**config.mk**
```make
export PLATFORM = sky130hd
export DESIGN_NAME = inst_encoder
export DESIGN_NICKNAME = d
export VERILOG_FILES = /design/src/rtl/inst_encoder.sv
export SDC_FILE = /design/constraint.sdc
export NUM_CORES = 1
export LEC_CHECK = 0
export ABC_AREA = 0
export BUFFER_PORTS_ARGS = -buffer_cell sky130_fd_sc_hd__buf_4
export CORE_UTILIZATION = 50
export DETAILED_ROUTE_END_ITERATION = 6
export HOLD_SLACK_MARGIN = 0.12
export PLACE_DENSITY = 0.81
export REMOVE_ABC_BUFFERS = 1
export SKIP_CTS_REPAIR_TIMING = 1
export SYNTH_ARGS = -nofsm -noshare
export SYNTH_HDL_FRONTEND = slang
export SYNTH_SLANG_ARGS = --single-unit
```
**constraint.sdc**
```tcl
create_clock -name clk -period 2.16 [get_ports clk]
set_input_delay 0.432 -clock clk [delete_from_list [all_inputs] [get_ports clk]]
set_output_delay 0.432 -clock clk [all_outputs]
set_load 0.1 [all_outputs]
```
**src/rtl/inst_encoder.sv**
```systemverilog
// RV32I program source: encodes addi/ebreak/nop commands into a FIFO
// and streams the words out, flagging completion after ebreak leaves.
module inst_encoder #(
  parameter int DEPTH = 4,
  parameter int CNT_W = 32
) (
  input  logic             clk,
  input  logic             rst,
  input  logic             in_valid,
  output logic             in_ready,
  input  logic [1:0]       in_op,
  input  logic [4:0]       in_rd,
  input  logic [4:0]       in_rs1,
  input  logic [31:0]      in_imm,
  output logic             out_valid,
  input  logic             out_ready,
  output logic [31:0]      out_inst,
  output logic             err,
  input  logic             err_clr,
  output logic             done,
  output logic [CNT_W-1:0] emit_cnt
);

  localparam int AW = $clog2(DEPTH);
  localparam logic [AW:0] FULL = (AW+1)'(DEPTH);

  localparam logic [1:0] S_RUN   = 2'd0;
  localparam logic [1:0] S_DRAIN = 2'd1;
  localparam logic [1:0] S_DONE  = 2'd2;

  localparam logic [1:0] OP_ADDI = 2'b00;
  localparam logic [1:0] OP_EBRK = 2'b01;
  localparam logic [1:0] OP_NOP  = 2'b10;

  logic [1:0]    state;
  logic [31:0]   mem [DEPTH];
  logic [AW-1:0] wr_ptr;
  logic [AW-1:0] rd_ptr;
  logic [AW:0]   count;

  logic          accept;
  logic          reject;
  logic          push;
  logic          pop;
  logic          imm_ok;
  logic [31:0]   word;

  // imm fits in 12 bits when bits 31..11 are all copies of the sign
  assign imm_ok = (&in_imm[31:11]) | ~(|in_imm[31:11]);

  always_comb begin
    word = 32'h0000_0013;
    unique case (in_op)
      OP_ADDI: word = {in_imm[11:0], in_rs1, 3'b000, in_rd, 7'b0010011};
      OP_EBRK: word = 32'h0010_0073;
      OP_NOP:  word = 32'h0000_0013;
      default: word = 32'h0000_0013;
    endcase
  end

  assign in_ready  = (state == S_RUN) && (count < FULL);
  assign accept    = in_valid && in_ready;
  assign reject    = accept &&
                     ((in_op == 2'b11) || ((in_op == OP_ADDI) && !imm_ok));
  assign push      = accept && !reject;
  assign out_valid = (count != '0) && (state != S_DONE);
  assign pop       = out_valid && out_ready;
  assign out_inst  = out_valid ? mem[rd_ptr] : 32'h0;
  assign done      = (state == S_DONE);

  always_ff @(posedge clk) begin
    if (push) mem[wr_ptr] <= word;
  end

  always_ff @(posedge clk or posedge rst) begin
    if (rst) begin
      wr_ptr <= '0;
      rd_ptr <= '0;
      count  <= '0;
    end else begin
      if (push) wr_ptr <= wr_ptr + AW'(1);
      if (pop)  rd_ptr <= rd_ptr + AW'(1);
      if (push && !pop)      count <= count + (AW+1)'(1);
      else if (pop && !push) count <= count - (AW+1)'(1);
    end
  end

  always_ff @(posedge clk or posedge rst) begin
    if (rst) begin
      err      <= 1'b0;
      emit_cnt <= '0;
    end else begin
      if (reject)       err <= 1'b1;
      else if (err_clr) err <= 1'b0;
      if (pop) emit_cnt <= emit_cnt + CNT_W'(1);
    end
  end

  // the ebreak is always the final FIFO entry once in DRAIN
  always_ff @(posedge clk or posedge rst) begin
    if (rst) begin
      state <= S_RUN;
    end else begin
      unique case (state)
        S_RUN:   if (push && in_op == OP_EBRK) state <= S_DRAIN;
        S_DRAIN: if (pop && count == (AW+1)'(1)) state <= S_DONE;
        S_DONE:  state <= S_DONE;
        default: state <= S_RUN;
      endcase
    end
  end

endmodule

```
==> run summary <==
- **clock buffers created by TritonCTS** 17
- **commonest non-fill, non-tap cell in the layout** sky130_fd_sc_hd__buf_4
- **clock tree from TritonCTS** done
- **Critical Path End Type** output port
- **post-detailed-route DRC marker count** 2
- **proportion of layout cells with a drive suffix above 1** 39.8%
- **min Tclk post-route** 2.40 ns
- **final weighted congestion of routability-driven global placement** 0.742
- **number of H-tree levels** 4
- **insertion delay to the later sink of the worst-skew pair** 0.41 ns
- **CP Cell Sequence** buf_12, mux4_2, and3_1, buf_6
- **endpoint arrival time on the critical path** 1.97 ns
- **nets** 588
- **maximum fanout along the worst path** 13
- **P&R area growth vs syn** 33.8%
- **slew at the pin with the worst max-slew slack** 0.528 ns
- **final setup violation count** 24
- **Min-Delay Path Class** input port to async pin
- **Post-Route Utilization** 68.7%
- **commonest non-fill, non-tap cells in the layout** sky130_fd_sc_hd__buf_4 (99), sky130_fd_sc_hd__edfxtp_1 (92), sky130_fd_sc_hd__dfrtp_1 (41)
- **initial antenna violation count** 0
- **die boundary height** 110 um
- **total routing usage reported by global routing** 21.4%
- **WHS** 0.149 ns
- **die extent in x** 110 um
- **Total Routed Length** 12.5 mm
- **library cells used by synthesis** 35
- **portion of the post-synthesis area used by sequential elements** 65.1%
- **Std-Cell Core Area** 0.0114 sq mm
- **Critical-path top delay cell** sky130_fd_sc_hd__mux4_2
- **post-DR wirelength/cell** 18.4 um
- **pin count of the biggest net entering global routing** 43
- **Max-Cap Viols** 0
- **Mean Syn Cell Area** 15.2 sq um
- **final setup skew** 0.00985 ns
- **number of standard cells after synthesis** 386
- **number of warnings issued by yosys** 0
- **Root Buffer Master** sky130_fd_sc_hd__clkbuf_16
- **Synth Register Bits** 134
- **Inserted Diodes** 0
- **Placed Cells** 641
- **final worst-path cycle share** 111%
- **RSZ-0062 raised after global routing** true
- **final worst setup slack** -0.237 ns
- **initial DRC count** 323
- **netlist area before placement** 0.00586 sq mm
- **via density per instance** 5.38
- **slowest stage delay, CP** 0.51 ns
- **worst slew slack as a fraction of its limit** 64.8%
- **clock-pin slew of the registers on the worst-case setup and hold paths** 0.06 ns
- **number of buffers on the longest clock path** 2
- **Critical Path Source Type** register
- **highest clock frequency the design can meet** 417 MHz
- **final max-slew violation count** 0
- **kind of critical path** register to output port
- **total iterations of the first detailed-routing run** 7
- **via count** 3,665
- **effective utilization at floorplan** 51.3%
- **wire length of the first global-routing pass** 18.8 mm
- **result of the run** finished, violations left
- **filler cell count in the final layout** 750
- **top-level I/O count** 117
- **kind of cell adding the most delay to the critical path** multiplexers
- **PortBufs** 111
- **via count of the first global-routing pass** 3,708
- **failing checks** design-rule violations, negative setup slack
- **Antenna Violating Nets Remaining** 0
- **Total Die Area** 0.0122 sq mm
- **half-perimeter wire length after placement** 7.90 mm
- **Layout Cells excl Fill** 681
- **count of final hold-check violations** 0
- **number of clock sinks seen by CTS** 134
- **row count** 39
- **worst path buffer plus inverter count** 2
- **Data required, critical path** 1.73 ns
- **gr ovfl total** 0
registers in the layout (all words and copies together), names as in the netlist:
register / flops
rd_ptr: 2
state: 2
err: 1
wr_ptr: 2
mem: 92
emit_cnt: 32
count: 3
per-layer routing:
metal / up-vias / part of all wire [%] / track usage [%]
li1: 1695 / - / -
met1: 1830 / 40 / 26.8
met2: 126 / 54 / 36.4
met3: 14 / 4.4 / 4.41
met4: 0 / 1.4 / 8.65
met5: - / 0 / 0
synthesized netlist by cell type (all sizes together):
library cell | count | area (sq um)
ha | 14 | 175
o22ai | 1 | 6.26
edfxtp | 92 | 2760
a2bb2oi | 1 | 8.76
nor4 | 5 | 31.3
xor2 | 6 | 52.6
buf | 14 | 92.6
nor2b | 2 | 12.5
and3 | 32 | 200
xnor2 | 31 | 272
dfrtp | 42 | 1050
conb | 1 | 3.75
clkbuf | 9 | 35.0
a22o | 1 | 8.76
nor3 | 3 | 20.0
nand3b | 2 | 15.0
o21ai | 1 | 5.00
nand2b | 1 | 6.26
nand2 | 22 | 82.6
inv | 11 | 41.3
mux2 | 3 | 37.5
mux2i | 1 | 10.0
and2 | 28 | 175
a21oi | 1 | 5.00
a211oi | 1 | 20.0
and4 | 4 | 35.0
nand3 | 11 | 55.1
nor2 | 10 | 40.0
mux4 | 23 | 518
nand4 | 13 | 81.3
logic make-up (layout without fill, tap and decap cells):
logic type               after synthesis  after routing  share of synthesized area (%)
other                                  1              5                         0.0640
XOR/XNOR                              37             37                           5.53
flip-flops                           134            134                           65.1
multiplexers                          27             27                           9.65
AND/OR/NAND/NOR                      133            133                           12.9
buffers and inverters                 34            182                           2.88
AO/OA/AOI/OAI                          6              6                          0.918
adder cells (fa/ha/maj)               14             14                           2.99
area by class of cell:
class	count	area, sq um	share of cell area [%]
flip-flops and latches	134	3810	48.7
multi-input cells	222	1950	24.9
repair buffers	139	1320	16.8
clock buffers	18	429	5.47
well taps	143	179	2.28
clock inverters	14	104	1.32
inverters	11	46.3	0.590
stage by stage:
stage	setup TNS [ns]	area [sq um]	worst slack [ns]
5_1_grt	-6.04	7840	-0.284
3_5_place_dp	-10.43	7000	-0.161
2_1_floorplan	-185.61	5750	-2.07
6_report	-4.90	7840	-0.237
4_1_cts	-7.94	7530	-0.322
3_3_place_gp	-8.20	7000	-0.118
worst paths after layout:
| check | depth (start not counted) | slack, ns | endpoint | start |
|---|---|---|---|---|
| hold / removal | 3 | 0.15 | emit_cnt[9] | rst |
| setup / recovery | 4 | -0.24 | out_inst[5] | rd_ptr[0] |
| hold reg to reg | 1 | 0.47 | emit_cnt[31] | emit_cnt[31] |
| max in group asynchronous | 3 | 1.61 | rd_ptr[0] | rst |
| setup reg to reg | 8 | 0.15 | emit_cnt[28] | count[0] |
| min in group clk | 2 | 0.21 | err | err_clr |
worst min-delay path, delay by kind of cell:
family | cells | cell delay (ns)
buffers and inverters | 3 | 0.59
Power is left out: the tool's default activity adds up to more than one toggle a clock period on the data nets, which glitch-free logic cannot reach.
